$ cat src/rtl/crossbar_slave_arbiter.sv
// Per-slave-port round-robin arbiter and transaction sequencer
// for the 2x2 crossbar, with ack timeout recovery.
module crossbar_slave_arbiter #(
  parameter int          SLAVE_ID = 0,
  parameter int          TIMEOUT  = 255,
  parameter logic [31:0] TO_RDATA = 32'hDEAD_BEEF
) (
  input  logic        clk,
  input  logic        rst,
  input  logic        master_0_req,
  input  logic        master_0_cmd,
  input  logic [31:0] master_0_addr,
  input  logic [31:0] master_0_wdata,
  output logic [31:0] master_0_rdata,
  output logic        master_0_ack,
  input  logic        master_1_req,
  input  logic        master_1_cmd,
  input  logic [31:0] master_1_addr,
  input  logic [31:0] master_1_wdata,
  output logic [31:0] master_1_rdata,
  output logic        master_1_ack,
  output logic        slave_req,
  output logic        slave_cmd,
  output logic [31:0] slave_addr,
  output logic [31:0] slave_wdata,
  input  logic [31:0] slave_rdata,
  input  logic        slave_ack,
  output logic [1:0]  grant,
  output logic        timeout_err
);

  localparam int CW =
    (TIMEOUT > 255) ? $clog2(TIMEOUT + 1) : 8;
  localparam logic [CW-1:0] TO_LAST =
    (TIMEOUT == 0) ? '0 : CW'(TIMEOUT - 1);
  localparam logic SID = (SLAVE_ID != 0);

  typedef enum logic [1:0] {
    IDLE,
    BUSY,
    ACK,
    RELEASE
  } state_e;

  state_e        state_q, state_d;
  logic [1:0]    grant_q, grant_d;
  logic          last_q, last_d;
  logic [31:0]   rdata_q, rdata_d;
  logic [CW-1:0] cnt_q, cnt_d;
  logic          terr_q, terr_d;

  logic elig0, elig1, pick1;
  logic busy, acking, sel1;

  assign elig0 = master_0_req & (master_0_addr[31] == SID);
  assign elig1 = master_1_req & (master_1_addr[31] == SID);
  // last_q holds the index of the previous winner; the other one wins ties
  assign pick1 = elig1 & (~elig0 | ~last_q);

  always_comb begin
    state_d = state_q;
    grant_d = grant_q;
    last_d  = last_q;
    rdata_d = rdata_q;
    cnt_d   = cnt_q;
    terr_d  = terr_q;
    unique case (state_q)
      IDLE: begin
        if (elig0 | elig1) begin
          grant_d = pick1 ? 2'b10 : 2'b01;
          last_d  = pick1;
          cnt_d   = '0;
          state_d = BUSY;
        end
      end
      BUSY: begin
        if (slave_ack) begin
          rdata_d = slave_rdata;
          state_d = ACK;
        end else if ((TIMEOUT != 0) && (cnt_q == TO_LAST)) begin
          rdata_d = TO_RDATA;
          terr_d  = 1'b1;
          state_d = ACK;
        end else if (cnt_q != {CW{1'b1}}) begin
          cnt_d = cnt_q + CW'(1);
        end
      end
      ACK: begin
        if (slave_ack) begin
          state_d = RELEASE;
        end else begin
          state_d = IDLE;
          grant_d = 2'b00;
        end
      end
      RELEASE: begin
        // a lingering ack must not complete the next transaction
        if (!slave_ack) begin
          state_d = IDLE;
          grant_d = 2'b00;
        end
      end
      default: begin
        state_d = IDLE;
        grant_d = 2'b00;
      end
    endcase
  end

  always_ff @(posedge clk or posedge rst) begin
    if (rst) begin
      state_q <= IDLE;
      grant_q <= 2'b00;
      last_q  <= 1'b1;
      rdata_q <= '0;
      cnt_q   <= '0;
      terr_q  <= 1'b0;
    end else begin
      state_q <= state_d;
      grant_q <= grant_d;
      last_q  <= last_d;
      rdata_q <= rdata_d;
      cnt_q   <= cnt_d;
      terr_q  <= terr_d;
    end
  end

  assign busy   = (state_q == BUSY);
  assign acking = (state_q == ACK);
  assign sel1   = grant_q[1];

  assign slave_req   = busy;
  assign slave_cmd   = busy & (sel1 ? master_1_cmd : master_0_cmd);
  assign slave_addr  = busy ? (sel1 ? master_1_addr : master_0_addr)
                            : 32'h0;
  assign slave_wdata = busy ? (sel1 ? master_1_wdata : master_0_wdata)
                            : 32'h0;

  assign master_0_ack   = acking & grant_q[0];
  assign master_1_ack   = acking & grant_q[1];
  assign master_0_rdata = master_0_ack ? rdata_q : 32'h0;
  assign master_1_rdata = master_1_ack ? rdata_q : 32'h0;

  assign grant       = grant_q;
  assign timeout_err = terr_q;

endmodule

$ cat config.mk
export PLATFORM = sky130hd
export DESIGN_NAME = crossbar_slave_arbiter
export DESIGN_NICKNAME = d
export VERILOG_FILES = /design/src/rtl/crossbar_slave_arbiter.sv
export SDC_FILE = /design/constraint.sdc
export NUM_CORES = 1
export LEC_CHECK = 0
export CAP_MARGIN = 15
export CORE_AREA = 3 3 116 118
export CTS_CLUSTER_DIAMETER = 50
export CTS_CLUSTER_SIZE = 24
export DETAILED_ROUTE_END_ITERATION = 10
export DIE_AREA = 0 0 119 121
export PLACE_DENSITY_LB_ADDON = 0.05
export SLEW_MARGIN = 15
export SYNTH_ARGS = -nofsm -noshare
export SYNTH_HDL_FRONTEND = slang
export SYNTH_SLANG_ARGS = --single-unit
$ cat constraint.sdc
create_clock -name clk -period 1.5 [get_ports clk]
set_input_delay 0.225 -clock clk [delete_from_list [all_inputs] [get_ports clk]]
set_output_delay 0.225 -clock clk [all_outputs]
set_load 0.01 [all_outputs]
* Word level (Yosys, flattened, before mapping) *
Cells that the tools add are included.

storage, ports and cells
  flip-flop bits (word level) = 46
  input port bits = 167
  word-level logic and storage cells = 66

operators by class
  $add $sub $neg = 1
  eq/ne operators = 12
  multiplexer cells = 23
  bitwise operators = 13
  reductions and logical operators = 11

operators by type and width
  cell                   number
  $mux W32               8
  $mux W8                4
  $pmux W8 S2            1
  $mux W2                7
  $ne A2 B2 Y1 const B   5
  $reduce_and A3 Y1      3
  $add A8 B1 Y8 const B  1
  $eq A8 B8 Y1 const B   1
  $ne A8 B8 Y1 const B   1
  $pmux W2 S4            1
  $and A1 B1 Y1          6
  $reduce_bool A2 Y1     3
  $not A1 Y1             5
  $reduce_and A5 Y1      1
  $eq A2 B2 Y1 const B   2
  $pmux W2 S2            1
  $reduce_and A2 Y1      2
  $ne A3 B2 Y1 const B   1
  $eq A2 B1 Y1 const B   1
  $logic_not A2 Y1       1
  $ne A2 B1 Y1 const B   1
  $or A1 B1 Y1           2
  $reduce_or A2 Y1       1
  $mux W1                1

* Logic depth before layout (Yosys ltp) *
  depth in word-level cells = 8
  gate-level depth with buffers = 6
  depth with buffers taken out = 5

* Least setup slack after synthesis *
OpenSTA, ideal clock, no wires.

  path type = register to register
  start = reg cnt_q[0]
  end = reg cnt_q[6]
  library setup time = 0.124 ns
  arrival = 1.502 ns
  data required time = 1.376 ns
  path slack = -0.126 ns
  cell stages (with the launch flop) = 6
  buffers on the path = 0
  clock period less this slack = 1.626 ns
  path through = dfrtp_1 > inv_1 > ha_1 > a2111oi_4 > a31oi_1 > a211o_1

between the ends
  longest elaborated chain between the ends = 5

RTL lines
  what                      line  text
  start: declaration        49    logic [CW-1:0] cnt_q, cnt_d;
  start signal: assignment  123   cnt_q <= cnt_d;
  $add A8 B1 Y8             85    cnt_d = cnt_q + CW'(1);
  $mux W8                   84    end else if (cnt_q != {CW{1'b1}}) begin
  $mux W8                   80    end else if ((TIMEOUT != 0) && (cnt_q == TO_LAST)) begin
  $mux W8                   77    if (slave_ack) begin
  $pmux W8 S2               67    unique case (state_q)

Parallel ways exist; a longest one is shown, timed or not. The select of a mux whose other input is x is not followed.
A chain may end at the register's enable or synchronous reset.

* Worst setup path in the final report *
  start = reg grant_q[1], in the netlist grant[1]
  end = out master_1_rdata[22]

between the ends
  longest elaborated chain between the ends = 2

RTL lines
  what                      line  text
  start: declaration        46    logic [1:0] grant_q, grant_d;
  start signal: assignment  120   grant_q <= grant_d;
  $and A1 B1 Y1             140   assign master_1_ack = acking & grant_q[1];
  $mux W32                  142   assign master_1_rdata = master_1_ack ? rdata_q : 32'h0;
  end: declaration          20    output logic [31:0] master_1_rdata,

No other way between the ends.

==> flow_summary_export.csv <==
group,metric,value,unit
status,status,"finished, violations left",
status,violations,"setup timing",
yosys,synth_top_area_share,0.3291,
timing,hold_slack,0.2026,ns
yosys,ys_warn_count,0,
yosys,syn-cell-area,3422,um^2
yosys,synth_top_area_cell,"dfrtp_1",
route,vias,4453,
timing,period_share,1.228,
yosys,synth_adder_area_share,0.007313,
worst_setup_path,reg2reg_from,"state_q[0]",
worst_setup_path,path_max_fanout,8,
route,remaining_drc_errors,0,
place,io_buffers,301,
clock_tree,ctsRootBufferMaster,"clkbuf_16",
worst_setup_path,cp.arrival,1.62,ns
floorplan,io_pins,302,
worst_setup_path,worstSetupPathType,"reg -> out",
power_and_ir_drop,pwr-share-clk,0.108,
power_and_ir_drop,leakagePower,3.661,nW
worst_setup_path,crit_family,"flip-flops",
final_layout,multi_input_area,2786,um^2
timing,rsz0062_at_grt,"yes",
clock_tree,clkSinkCount,46,
yosys,synthMostInstantiatedCell,"nor2_1",
worst_setup_path,reg2reg_to,"cnt_q[6]",
worst_setup_path,slowest_stage,"dfrtp_4",
global_routing,overflow,0,
floorplan,initial_core_util,0.2723,
clock_tree,clock_path_buffers,2,
yosys,synthArstFlopShare,1.000,
power_and_ir_drop,pwr-share-seq,0.212,
place,post-dp-hpwl,12570,um
worst_setup_path,r2r_cells,8,
timing,setup_ws,-0.3421,ns
yosys,yosys.cell_types.count,46,
clock_tree,clk_latency,0.28,ns
power_and_ir_drop,peakVddDrop,0.0006004,V
route,avgViaCountPerCell,4.824,
timing,fmax,0.5429,GHz
power_and_ir_drop,switching_share,0.3779,
worst_setup_path,cp-endpoint,"master_1_rdata[22]",
yosys,synth_compound_area_frac,0.1656,
yosys,synth_area_leaders,"dfrtp_1 (33%), mux2i_1 (19%), and2_1 (12%)",
global_routing,grt_antenna_before_repair,0,
yosys,synth_mux_area_frac,0.1901,
yosys,ys.flop_type,"dfrtp_1",
yosys,seq_area_frac_synth,0.3367,
place,pre_cts_ws,-0.4573,ns
timing,worst_pin_slew,0.3841,ns
final_layout,regArea,1157,um^2
yosys,ys_ff_latch,46,
worst_setup_path,max_stage_delay,0.52,ns
power_and_ir_drop,p_switching,3.921,mW
timing,skew,0.009694,ns
worst_hold_path,hold_class,"in -> async",
yosys,synth_common_cells,"nor2_1 (71), and2_1 (65), mux2i_1 (65)",
timing,slew_headroom,0.7437,
route,routedWlPerCell,20.91,um
floorplan,die_x,119,um
yosys,synthXorXnorAreaFrac,0,
floorplan,die_y,121,um
route,drt_iter0_markers,245,
floorplan,die-area,14400,um^2
worst_setup_path,critPathCaptureType,"primary output",
power_and_ir_drop,powerDensity,1223,nW/um^2
worst_setup_path,critPathRequiredTime,1.27,ns
yosys,synth_top_family_by_area,"simple AND/OR/NAND/NOR gates",
clock_tree,cts_buffers,5,
global_routing,gr-usage-all-layers,0.2122,
yosys,synth_edf_count,0,
worst_setup_path,crit_path_frequent_cell,"buf_6",
yosys,synth_cells,381,
place,place.gp.congestion,0.8795,
clock_tree,clk_pin_slew,0.07,ns
floorplan,rows,41,
global_routing,grt_start_max_net_pins,34,
global_routing,grt_util_met3,0.05361,
timing,hold_violations,0,
worst_setup_path,crit_buf_inv,3,
route,wl,19300,um
timing,period_needed,1.842,ns
floorplan,core-area,12570,um^2
flow_run,cap_violations,0,
yosys,synth_area_per_cell,8.982,um^2
clock_tree,htreeDepth,2,
worst_setup_path,cp-start-kind,"flip-flop",
timing,setup_viol,165,
final_layout,antenna_cells,0,
route,drt-pass1-iter-count,6,
yosys,syn_nets,550,
global_routing,grt_pass1_wl,24090,um
worst_setup_path,critical_path_depth,5,
final_layout,syn_to_final_growth,147.9,%
global_routing,gr-usage-met1,0.2791,
worst_setup_path,crit_path_start,"grant[1]",
final_layout,fillerInstances,998,
worst_setup_path,crit_chain,"and3b_2 > buf_6 > clkbuf_16 > and2_4 > buf_6",
worst_setup_path,r2r_slack,-0.20,ns
final_layout,fin_nets,919,
clock_tree,cts_tree,"built",
global_routing,gr-max-usage-layer,"met2",
power_and_ir_drop,pwr-share-comb,0.679,
timing,maxSlewViolCount,0,
yosys,synthSimpleGateAreaFrac,0.2442,
final_layout,drive_gt1_frac,0.5180,
route,antenna_left,0,
power_and_ir_drop,p_int,6.455,mW
global_routing,grtUsageMet2,0.3642,
global_routing,grt_pass1_vias,4111,
-- cells by family (layout without fill, tap and decap cells) --
kind of cell	Yosys count	count (layout)
multiplexers	65	65
AND/OR/NAND/NOR	164	165
buffers and inverters	38	407
flip-flops	46	46
adder cells (fa/ha/maj)	2	2
AO/OA/AOI/OAI	66	66
-- registers in the layout (all words and copies together), names as in the netlist --
name and cells:
cnt_q 8, grant 2, last_q 1, rdata_q 32, state_q 2, timeout_err 1
-- per-layer routing --
metal / vias to the layer above / wire length, um
met5: - / 0
met4: 0 / 202
met3: 15 / 1372
met2: 181 / 10000
met1: 2175 / 7718
li1: 2082 / -
-- worst min path at each step --
stage	slack, ns	start	depth (start not counted)	end
floorplan	0.36	slave_rdata[14]	1	rdata_q[14]
global placement	0.47	timeout_err	1	timeout_err
detailed placement	0.46	timeout_err	1	timeout_err
CTS	0.21	rst	2	cnt_q[0]
global route	0.21	rst	2	timeout_err
finish	0.20	rst	2	cnt_q[0]
-- area by class of cell --
class | instances | area share
Timing Repair Buffer | 392 | 0.4889
Multi-Input combinational cell | 298 | 0.3284
Sequential cell | 46 | 0.1364
Tap cell | 172 | 0.02536
Clock buffer | 7 | 0.01681
Inverter | 7 | 0.003097
Clock inverter | 1 | 0.001032
-- layout by cell type, fill, tap and decap left out, types with 3 or more instances in the layout --
master,synthesis,routed
a21oi_1,6,4
a22o_1,10,10
and2_1,65,16
and2_4,0,49
buf_12,0,20
buf_16,0,4
buf_2,14,27
buf_4,0,39
buf_6,4,97
buf_8,0,8
clkbuf_16,0,13
clkbuf_2,1,20
clkdlybuf4s50_1,0,167
dfrtp_1,45,43
inv_1,6,4
inv_2,1,3
mux2i_1,65,39
mux2i_2,0,15
mux2i_4,0,11
nand2_1,8,5
nand3_1,6,3
nand3_2,0,3
nor2_1,71,27
nor2_2,1,23
nor2_4,0,23
o22a_1,24,24
-- metrics by stage --
stage	TNS [ns]	util	std cells	instance area [um^2]	total power [mW]
after global routing	-42.41	0.6751	923	8484	10.93
final	-33.59	0.6751	923	8484	10.38
after floorplan	-3.980	-	381	3463	4.410
after global placement	-45.11	0.5531	863	6952	6.880
after detailed placement	-47.69	0.5531	863	6952	6.976
after CTS	-61.05	0.5829	893	7326	8.463
-- power by group through the flow --
stage	Sequential (mW)	Clock, mW	Combinational, mW
floorplan	2.03	0	2.38
global placement	2.13	0	4.75
detailed placement	2.16	0	4.82
CTS	2.14	1.14	5.18
global route	2.27	1.22	7.43
finish	2.20	1.12	7.05
-- timing repair --
action,CTS,global route
cloned,6,13
pin swaps,17,29
hold buffers,0,0
setup buffers,16,22
resized for setup,362,450
setup endpoints to repair,174,176
No activity file was read; power rests on OpenSTA's default activity.
